===== src/rtl/spike_layer_config_loader.sv =====
// Configuration loader for a spiking neuron layer: collects 13 bytes into a shadow
// register and commits weights/parameters atomically, with an idle-gap timeout.
module spike_layer_config_loader #(
    parameter int unsigned TIMEOUT_CYCLES = 255
) (
    input  logic        clk,
    input  logic        reset,
    input  logic        load_start,
    input  logic        data_valid,
    input  logic [7:0]  data_in,
    input  logic        enable_in,
    output logic [71:0] input_weights,
    output logic [31:0] neuron_params,
    output logic        layer_enable,
    output logic        config_valid,
    output logic        config_done,
    output logic        busy,
    output logic        error
);

    localparam int unsigned TW = $clog2(TIMEOUT_CYCLES + 1);
    localparam logic [TW-1:0] IDLE_LIMIT = TW'(TIMEOUT_CYCLES - 1);

    typedef enum logic [1:0] {
        IDLE,
        LOAD,
        COMMIT
    } state_t;

    state_t         state_q;
    state_t         state_d;
    logic [103:0]   shadow_q;
    logic [3:0]     byte_cnt_q;
    logic [TW-1:0]  idle_cnt_q;
    logic           accept;
    logic           restart;
    logic           timeout;

    always_ff @(posedge clk) begin
        if (reset) begin
            state_q <= IDLE;
        end else begin
            state_q <= state_d;
        end
    end

    // load_start takes priority over data_valid in LOAD; COMMIT ignores both inputs.
    always_comb begin
        state_d = state_q;
        accept  = 1'b0;
        restart = 1'b0;
        timeout = 1'b0;
        unique case (state_q)
            IDLE: begin
                if (load_start) begin
                    state_d = LOAD;
                    restart = 1'b1;
                end
            end
            LOAD: begin
                if (load_start) begin
                    restart = 1'b1;
                end else if (data_valid) begin
                    accept = 1'b1;
                    if (byte_cnt_q == 4'd12) begin
                        state_d = COMMIT;
                    end
                end else if (idle_cnt_q == IDLE_LIMIT) begin
                    timeout = 1'b1;
                    state_d = IDLE;
                end
            end
            COMMIT: state_d = IDLE;
            default: state_d = IDLE;
        endcase
    end

    always_ff @(posedge clk) begin
        if (reset) begin
            shadow_q      <= '0;
            byte_cnt_q    <= '0;
            idle_cnt_q    <= '0;
            input_weights <= '0;
            neuron_params <= '0;
            config_valid  <= 1'b0;
            config_done   <= 1'b0;
            error         <= 1'b0;
        end else begin
            config_done <= 1'b0;

            if (restart) begin
                shadow_q   <= '0;
                byte_cnt_q <= '0;
                idle_cnt_q <= '0;
                error      <= 1'b0;
            end

            if (accept) begin
                // Byte k lands at shadow[103-8k -: 8]; the low 32 bits become neuron_params.
                for (int unsigned k = 0; k < 13; k++) begin
                    if (byte_cnt_q == 4'(k)) begin
                        shadow_q[103 - 8*k -: 8] <= data_in;
                    end
                end
                byte_cnt_q <= byte_cnt_q + 4'd1;
                idle_cnt_q <= '0;
            end else if (state_q == LOAD && !load_start && !data_valid) begin
                idle_cnt_q <= idle_cnt_q + 1'b1;
            end

            if (timeout) begin
                shadow_q   <= '0;
                byte_cnt_q <= '0;
                idle_cnt_q <= '0;
                error      <= 1'b1;
            end

            if (state_q == COMMIT) begin
                input_weights <= shadow_q[103:32];
                neuron_params <= shadow_q[31:0];
                config_valid  <= 1'b1;
                config_done   <= 1'b1;
                byte_cnt_q    <= '0;
                idle_cnt_q    <= '0;
            end
        end
    end

    assign busy         = (state_q != IDLE);
    assign layer_enable = enable_in & config_valid;

endmodule

===== config.mk =====
export PLATFORM = sky130hd
export DESIGN_NAME = spike_layer_config_loader
export DESIGN_NICKNAME = d
export VERILOG_FILES = /design/src/rtl/spike_layer_config_loader.sv
export SDC_FILE = /design/constraint.sdc
export NUM_CORES = 1
export LEC_CHECK = 0
export CORE_ASPECT_RATIO = 0.6
export CORE_MARGIN = 2
export CORE_UTILIZATION = 54
export DETAILED_ROUTE_END_ITERATION = 8
export HOLD_SLACK_MARGIN = 0.05
export PLACE_DENSITY_LB_ADDON = 0.12
export SLEW_MARGIN = 10
export SYNTH_ARGS = -nofsm -noshare
export SYNTH_HDL_FRONTEND = slang
export SYNTH_SLANG_ARGS = --single-unit

===== constraint.sdc =====
create_clock -name clk -period 2.43 [get_ports clk]
set_input_delay 0.3645 -clock clk [delete_from_list [all_inputs] [get_ports clk]]
set_output_delay 0.3645 -clock clk [all_outputs]
set_load 0.005 [all_outputs]

### Word-level counts from Yosys, hierarchy flattened

Cells that the tools add are included.

* register bits after elaboration: 225
* output and inout port bits: 109
* logic and storage cells: 83
* bits of input ports: 13

* add/sub/neg operators: 2
* multiplexer cells: 37
* bitwise operators: 1
* reduce and logical (&&, ||, !) cells: 15
* equality and inequality tests: 19

Operators by type and width (number)
* $mux W104: 2
* $mux W8: 15
* $eq A4 B4 Y1 const B: 5
* $eq A4 B3 Y1 const B: 4
* $mux W1: 12
* $mux W2: 5
* $add A8 B1 Y8 const B: 1
* $eq A4 B2 Y1 const B: 2
* $eq A8 B8 Y1 const B: 1
* $mux W4: 2
* $reduce_bool A2 Y1: 4
* $ne A3 B3 Y1 const B: 2
* $add A4 B1 Y4 const B: 1
* $eq A4 B1 Y1 const B: 1
* $logic_not A4 Y1: 1
* $ne A2 B2 Y1 const B: 2
* $pmux W2 S2: 1
* $reduce_and A4 Y1: 1
* $reduce_or A2 Y1: 2
* $reduce_or A4 Y1: 1
* $reduce_or A3 Y1: 1
* $eq A2 B1 Y1 const B: 1
* $eq A2 B2 Y1 const B: 1
* $logic_and A1 B1 Y1: 2
* 3 further kinds: 4

### Longest topological paths before layout

Gate-level depths: netlist (run 1).

* depth after elaboration: 6
* gate-level depth with buffers: 9

### Worst setup path before layout (run 1)

Ideal clock, no wire load.

* path kind: input port to flip-flop
* start: input load_start
* end: register shadow_q[59]
* stages on the path: 8
* data arrival time: 1.873 ns
* data required time: 2.314 ns
* slack: 0.441 ns
* cells stage by stage: or4b_1 > clkbuf_2 > or3_4 > nand2b_2 > buf_6 > buf_6 > buf_6 > nor2_1

* cells in the longest elaborated chain, start to end: 5
* elaborated cells between the ends (all ways): 10
* classes of those cells: mux: 9; reduce/logical: 1

Ends and longest elaborated chain
* from (decl): RTL line 8 `input logic load_start,`
* $mux W1: RTL line 55, 61
* $mux W1
* $mux W104: RTL line 91 `if (restart) begin`
* $mux W8: RTL line 101 `if (byte_cnt_q == 4'(k)) begin`
* $mux W104: RTL line 98 `if (accept) begin`
* to (signal, indexed assignment): RTL line 102 `shadow_q[103 - 8*k -: 8] <= data_in;`
* to (decl): RTL line 32 `logic [103:0] shadow_q;`

Several ways; a longest one is shown, not always the timed one.
A chain may end at the register's enable or synchronous reset.

### Worst setup path in the final report (run 1)

* start: register state_q[0]
* end: output busy

* cells in the longest elaborated chain, start to end: 1

Ends and longest elaborated chain
* from (decl): RTL line 30 `state_t state_q;`
* from (signal assigned): RTL line 43 `state_q <= state_d;`
* $reduce_bool A2 Y1: RTL line 129 `assign busy = (state_q != IDLE);`
* to (decl): RTL line 17 `output logic busy,`

Every way passes these cells.

==> results.toml, run 1 <==
[clock_tree]
clk_latency_ns = 0.49
cts_root_buffer = "clkbuf_16"
tritoncts = "done"
cts_made_buffers = 21
cts.sinks = 225
cts_setup_buffers = 0
cts_max_level = 1
post_cts_resized = 0
ctsLongestPathBuffers = 3
ctsHoldBuffers = 0
path_clk_slew_ns = 0.06

[floorplanning]
die-height_um = 102
core_area_um2 = 15500
die_w_um = 168
die-area_um2 = 17100
num_rows = 35
start_util_pct = 55.9
io_pins = 122

[global_routing]
grt_max_degree = 83
first_global_vias = 6797
track_usage_pct = 25.3
grt_pass1_wl_um = 35400
overflow = 0
antenna_found_initial = 0

[logic_synthesis]
synth_top_area_share_pct = 52.0
synth_edf_count = 0
synthTopCellsByArea = "dfxtp_1 (52%), nand2_1 (11%), a21oi_1 (9.8%)"
synth_area_um2 = 8670
synth_flop_cell = "dfxtp_1"
ys_ff_latch = 225
ys_warn_count = 0
ys_seq_area_share_pct = 52.0
yosys.area.top_type = "dfxtp_1"
ys_types = 41
syn_area_per_cell_um2 = 8.30
syn_inst = 1044
ys_async_sr_fraction_pct = 0
syn_nets = 1063

[place]
port_buffers = 121
place_congestion = 0.781
dp_hpwl_um = 13400
dp.cells = 1317
dpl_cell_area_um2 = 10200

[timing]
final_hold_viol_count = 0
rsz0062_at_grt = "false"
fmax_ghz = 0.469
slew_violations = 0
tns_ns = 0
fin_skew_ns = 0.00606
setup_viol = 0
post-route-min-period_ns = 2.13
relSlewSlack_pct = 39.8
max_slew.worst_pin.slew_ns = 0.901
period_share_pct = 87.7

[routing]
drt-initial-drc-count = 587
vias_per_cell = 5.55
route.detailed.drc = 0
dr.pass1.iters = 5
wire_per_inst_um = 16.1
vias = 7508
final_antenna_net_count = 0
wl_um = 21800

[run]
maxCapViolCount = 0

[layout]
drive_gt1_share_pct = 6.78
post-route-util_pct = 69.8
antenna_cells = 0
postLayoutCellArea_um2 = 10800
instances_no_fill = 1354
nNetsFinal = 1156
syn_to_final_growth_pct = 24.8

[setup_path]
worstPathRequired_ns = 2.07
cp-start-kind = "flip-flop"
critPathMaxFanout = 12
worstPathArrival_ns = 1.77
worstSetupPathType = "flip-flop to output port"
endpoint_kind = "output port"

[power_and_ir_drop]
peakVddDrop_mv = 0.448
power_leakage_nw = 3.89
p_per_area_nw_per_um2 = 656

[worst_hold_path]
hold_path_class = "input port to flip-flop"

[outcome]
outcome = "completed"
[flip-flops by register name (all words and copies together), names as in the netlist]
name and flops:
shadow_q 104, input_weights 72, neuron_params 32, idle_cnt_q 8, byte_cnt_q 4, state_q 2
config_done 1, config_valid 1, error 1
[cell usage in the layout (no fill, tap or decap), types with 2 or more instances in the layout]
master | Yosys | routed
nand2_1 | 251 | 251
dfxtp_1 | 225 | 225
a21oi_1 | 170 | 170
clkdlybuf4s50_1 | 0 | 120
nor2_1 | 66 | 66
nand3_1 | 51 | 51
and2_1 | 49 | 49
mux2i_1 | 48 | 48
buf_4 | 0 | 30
nand4_1 | 21 | 21
clkbuf_16 | 0 | 21
nand3b_1 | 10 | 10
o211ai_1 | 9 | 9
buf_12 | 0 | 8
ha_1 | 6 | 6
clkbuf_1 | 66 | 6
and3_1 | 5 | 5
o21ai_0 | 5 | 5
nor2b_1 | 5 | 4
a211oi_1 | 4 | 4
clkbuf_8 | 0 | 4
clkinv_2 | 0 | 4
inv_1 | 3 | 3
nand2b_4 | 0 | 3
nor3_1 | 3 | 3
or2_2 | 2 | 2
nand4b_1 | 2 | 2
a2111oi_0 | 2 | 2
a311oi_1 | 2 | 2
clkinvlp_4 | 0 | 2
[where the power goes]
group	internal, mW	total (mW)	switching, mW
logic	0.0892	0.292	0.203
registers	3.69	3.70	0.00934
clock network	1.72	3.10	1.38
[cell families after synthesis]
| family | after synthesis | share of synthesized area [%] |
|---|---|---|
| fa+ha+maj | 6 | 0.866 |
| mux | 48 | 5.54 |
| buf+inv | 91 | 4.45 |
| compound gates | 198 | 12.2 |
| flops | 225 | 52.0 |
| simple gates | 476 | 25.0 |
[through the flow]
step                      power (mW)  hold slack, ns  worst slack [ns]
final                           7.09           0.278             0.298
after global routing            7.30           0.283             0.239
after global placement          4.07           0.435             0.100
after floorplan                 3.95           0.427             0.441
after detailed placement        4.07           0.441            0.0389
after CTS                       7.12           0.272             0.290
[worst max-delay path, cell delays in order (launching register included)]
cell and delay, ns:
dfxtp_1 0.57, or2_2 0.21, clkdlybuf4s50_1 0.49
[area by class of cell]
cell class / instances / area, um2
Sequential cell: 225 / 4500
Multi-Input combinational cell: 728 / 3820
Timing Repair Buffer: 158 / 1590
Fill cell: 1286 / 4690
Tap cell: 203 / 254
Clock inverter: 6 / 35.0
Clock buffer: 31 / 603
Inverter: 3 / 11.3
[per-layer routing]
metal,GRT usage [%],wire [um],up-vias
met5,0,0,-
met4,4.68,326,0
met3,4.49,1680,32
met2,37.8,8920,251
met1,38.8,10900,3550
li1,-,-,3675
[cells in the mapped netlist, types with 2 or more instances]
library cell  number
nand3b_1          10
and3_1             5
nand4b_1           2
buf_2             10
nor3_1             3
nand2_1          251
nand2b_1           2
or2_2              2
buf_1              7
nor4bb_1           2
nor2b_1            5
o21ai_0            5
clkbuf_1          66
a211oi_1           4
nor2_1            66
buf_6              4
and2_1            49
a311oi_1           2
ha_1               6
dfxtp_1          225
mux2i_1           48
a2111oi_0          2
inv_1              3
a21oi_1          170
o211ai_1           9
nand4_1           21
nand3_1           51
[path summary, 6_finish.rpt]
check | from | to | slack [ns] | cells past startpoint
worst max-delay path | state_q[0]$_SDFFE_PP0P_ | busy | 0.30 | 2
worst min-delay path | reset | input_weights[5]$_SDFFE_PP0P_ | 0.28 | 2
worst max register to register | state_q[0]$_SDFFE_PP0P_ | shadow_q[66]$_SDFF_PP0_ | 0.33 | 5
worst min register to register | shadow_q[41]$_SDFF_PP0_ | input_weights[9]$_SDFFE_PP0P_ | 0.45 | 2
Note: power is estimated with default switching activity, not from simulation.
==> inputs of run 2 (changes only) <==
Settings changed: CORE_ASPECT_RATIO 0.6 to 1.5.
==> run 2 against run 1 <==
Net effect: die area hardly changed; cell count shrank 0.37%; largest cell class unchanged; combinational power down 2%; sequential power is essentially flat; clock power about the same; power increased by 0.32%; final area decreased by 0.34%; critical path depth rose by 1.
==> results.toml, run 2 (synthesized netlist as in run 1, its figures left out) <==
[outcome]
outcome = "completed"

[layout]
top_register = "shadow_q"
reg_top3 = "shadow_q x104, input_weights x72, neuron_params x32"
nNetsFinal = 1151
drive_gt1_share_pct = 6.54
postLayoutCellArea_um2 = 10800
largest_reg_flops = 104
syn_to_final_growth_pct = 24.4
post-route-util_pct = 68.7
instances_no_fill = 1349
antenna_cells = 0
final_common_cell = "nand2_1"
final_cell_mix = "nand2_1 (251), dfxtp_1 (225), a21oi_1 (170)"

[routing]
route.detailed.drc = 0
wl_met2_um = 10300
wl_met1_um = 9000
wl_met3_um = 1200
final_antenna_net_count = 0
highest_layer = "met4"
drt-initial-drc-count = 435
vias = 7336
dr.pass1.iters = 7
wl_um = 21000
wire_per_inst_um = 15.6
vias_per_cell = 5.44

[floorplanning]
core_area_um2 = 15700
start_util_pct = 55.2
num_rows = 56
die-area_um2 = 17100
io_pins = 122
die-height_um = 159
die_w_um = 107

[clock_tree]
cts_root_buffer = "clkbuf_16"
ctsLongestPathBuffers = 3
cts_made_buffers = 20
ctsHoldBuffers = 0
tritoncts = "done"
path_clk_slew_ns = 0.06
cts_setup_buffers = 0
cts_max_level = 1
clk_latency_ns = 0.49
cts.sinks = 225
post_cts_resized = 0

[worst_hold_path]
worstHoldStart = "reset"
hold_path_class = "input port to flip-flop"

[setup_path]
cp_top_family = "buffers and inverters"
worstPathArrival_ns = 1.80
worstSetupPathType = "flip-flop to output port"
worstPathRequired_ns = 2.07
cp_slowest_cell = "clkdlybuf4s50_1"
critPathMaxFanout = 13
crit_start = "state_q[1]$_SDFFE_PP0P_"
max_stage_delay_ns = 0.46
r2r-start = "state_q[0]$_SDFFE_PP0P_"
crit_buf_inv = 2
endpoint_kind = "output port"
cp-start-kind = "flip-flop"
crit_path_cell_trace = "buf_4, or2_2, clkdlybuf4s50_1"

[timing]
max_slew.worst_pin.slew_ns = 0.849
setup_viol = 0
period_share_pct = 88.9
fin_ws_ns = 0.270
final_hold_viol_count = 0
tns_ns = 0
rsz0062_at_grt = "false"
relSlewSlack_pct = 43.2
fmax_ghz = 0.463
slew_violations = 0
holdWs_ns = 0.309
post-route-min-period_ns = 2.16
fin_skew_ns = 0.00668

[global_routing]
antenna_found_initial = 0
track_usage_pct = 24.3
grt_max_degree = 82
grt_pass1_wl_um = 34500
overflow = 0
first_global_vias = 7050

[power_and_ir_drop]
power_leakage_nw = 3.89
peakVddDrop_mv = 0.577
power_mw = 7.12
p_per_area_nw_per_um2 = 660

[run]
maxCapViolCount = 0

[place]
dp_slack_ns = 0.00825
dpl_cell_area_um2 = 10100
dp.cells = 1313
place_congestion = 0.805
dp_hpwl_um = 12900
port_buffers = 121
-- run 2: changes by cell type in the layout (fill, tap and decap cells not counted) --
| cell | before | now |
|---|---|---|
| buf_12 | 8 | 6 |
| buf_4 | 30 | 28 |
| clkbuf_1 | 6 | 4 |
| clkbuf_8 | 4 | 7 |
| clkinvlp_4 | 2 | 0 |
-- run 2: final timing paths --
kind	end	slack [ns]	depth (start not counted)
setup / recovery	busy	0.27	3
setup reg to reg	byte_cnt_q[0]$_SDFFE_PP0P_	0.31	5
hold / removal	state_q[0]$_SDFFE_PP0P_	0.31	2
hold reg to reg	input_weights[67]$_SDFFE_PP0P_	0.45	2
-- run 2: per-layer routing --
metal  track usage (%)  vias up
li1                  -     3668
met1              30.9     3404
met2              42.0      222
met3              3.52       42
met4              8.22        0
met5                 0        -
-- run 2: power by group --
group,internal (mW),total (mW),switching (mW),leakage [nW]
Combinational,0.0871,0.286,0.199,1.75
Sequential,3.69,3.70,0.00909,1.81
Clock,1.80,3.13,1.33,0.329
Total,5.58,7.12,1.54,3.89
-- run 2: area by class of cell --
| type | instances | area, um2 |
|---|---|---|
| clock inverters | 4 | 20.0 |
| multi-input cells | 728 | 3820 |
| fillers | 1291 | 4920 |
| flip-flops and latches | 225 | 4500 |
| well taps | 203 | 254 |
| clock buffers | 32 | 637 |
| inverters | 3 | 11.3 |
| repair buffers | 154 | 1530 |
==> inputs of run 3 (changes only) <==
Settings changed: CELL_PAD_IN_SITES_DETAIL_PLACEMENT set to 0, CELL_PAD_IN_SITES_GLOBAL_PLACEMENT set to 1, CORE_UTILIZATION 54 to 44, REMOVE_ABC_BUFFERS set to 1.
Clock period 2.43 ns to 2.77 ns, I/O delays scaled along.
==> run 3 against run 2 <==
Net effect: worst hold slack improved by 0.027 ns; routed wire length up 4.4%; first-iteration DRC count increased by 11%; global-route usage down 3.9 points; critical path type unchanged.
==> results.toml, run 3 (synthesized netlist as in run 1, its figures left out) <==
[outcome]
outcome = "completed"

[timing]
fin_ws_ns = 0.492
post-route-min-period_ns = 2.28
setup_viol = 0
relSlewSlack_pct = 39.2
period_share_pct = 82.2
final_hold_viol_count = 0
slew_violations = 0
rsz0062_at_grt = "false"
holdWs_ns = 0.336
fmax_ghz = 0.439
fin_skew_ns = 0.00656
max_slew.worst_pin.slew_ns = 0.909

[place]
dp_hpwl_um = 13300
dp.cells = 1356
port_buffers = 121
dp_slack_ns = 0.217
place_congestion = 0.783

[setup_path]
endpoint_kind = "output port"
worstPathRequired_ns = 2.35
cp-start-kind = "flip-flop"
worstSetupPathType = "flip-flop to output port"
critPathMaxFanout = 14
worstPathArrival_ns = 1.86

[routing]
vias_per_cell = 5.17
final_antenna_net_count = 0
vias = 7214
route.detailed.drc = 0
dr.pass1.iters = 4
wire_per_inst_um = 15.7
drt-initial-drc-count = 482
wl_um = 21900

[power_and_ir_drop]
peakVddDrop_mv = 0.420
p_per_area_nw_per_um2 = 605
power_leakage_nw = 3.89

[global_routing]
track_usage_pct = 20.5
grt_max_degree = 93
antenna_found_initial = 0
overflow = 0
first_global_vias = 6613
grt_pass1_wl_um = 35000

[clock_tree]
cts.sinks = 225
clk_latency_ns = 0.50
post_cts_resized = 0
ctsLongestPathBuffers = 3
ctsHoldBuffers = 0
cts_setup_buffers = 0
cts_made_buffers = 22
path_clk_slew_ns = 0.07
cts_root_buffer = "clkbuf_16"
cts_max_level = 1
tritoncts = "done"

[floorplanning]
num_rows = 62
io_pins = 122
die-area_um2 = 20900
die-height_um = 176
start_util_pct = 45.1
die_w_um = 119
core_area_um2 = 19200

[layout]
drive_gt1_share_pct = 6.32
antenna_cells = 0
top_register = "shadow_q"
instances_no_fill = 1396
syn_to_final_growth_pct = 25.6
final_cell_mix = "nand2_1 (251), dfxtp_1 (225), a21oi_1 (170)"
nNetsFinal = 1143
largest_reg_flops = 104
reg_top3 = "shadow_q x104, input_weights x72, neuron_params x32"
final_common_cell = "nand2_1"

[worst_hold_path]
hold_path_class = "input port to flip-flop"

[run]
maxCapViolCount = 0
-- run 3: cell count changes in the layout (fill, tap and decap cells not counted), moves of 2 or more --
cell	before	now
bufinv_16	0	2
buf_4	28	17
clkbuf_1	4	2
clkbuf_16	21	23
clkinvlp_4	0	2
clkbuf_8	7	4
clkinv_4	0	4
-- run 3: path summary, 6_finish.rpt --
path / end / cells past startpoint / slack, ns / startpoint
setup / recovery: busy / 2 / 0.49 / state_q[1]$_SDFFE_PP0P_
hold / removal: input_weights[1]$_SDFFE_PP0P_ / 2 / 0.34 / reset
setup reg to reg: shadow_q[36]$_SDFF_PP0_ / 5 / 0.65 / state_q[0]$_SDFFE_PP0P_
hold reg to reg: input_weights[16]$_SDFFE_PP0P_ / 2 / 0.44 / shadow_q[48]$_SDFF_PP0_
-- run 3: metrics by stage --
step	setup TNS, ns	instance area (um2)	util [%]	total power [mW]
2_1_floorplan	-228.82	8290	-	3.41
3_3_place_gp	0	10100	52.6	3.58
3_5_place_dp	0	10100	52.6	3.58
4_1_cts	0	10900	56.6	6.67
5_1_grt	0	10900	56.6	6.83
6_report	0	10900	56.6	6.59
-- run 3: metal layers --
metal | vias to the layer above | part of all wire [%] | global-route usage, %
met5 | - | 0 | 0
met4 | 0 | 1.6 | 5.65
met3 | 23 | 3.6 | 2.56
met2 | 124 | 51 | 35.6
met1 | 3420 | 44 | 26.6
li1 | 3647 | - | -
-- run 3: cell type report --
cell class                      count  area [um2]
Clock buffer                       29         638
Clock inverter                     11         125
Fill cell                        1931        8350
Inverter                            3        11.3
Multi-Input combinational cell    728        3820
Sequential cell                   225        4500
Tap cell                          256         320
Timing Repair Buffer              144        1470
-- run 3: report_power, final --
| group | leakage [nW] | switching, mW | internal, mW | total, mW |
|---|---|---|---|---|
| Sequential | 1.81 | 0.00893 | 3.24 | 3.25 |
| Combinational | 1.71 | 0.177 | 0.0741 | 0.251 |
| Clock | 0.371 | 1.26 | 1.82 | 3.09 |
-- run 3: worst max-delay path: stages, from the launching register on --
cell and delay, ns:
dfxtp_1 0.63, or2_2 0.23, clkdlybuf4s50_1 0.50
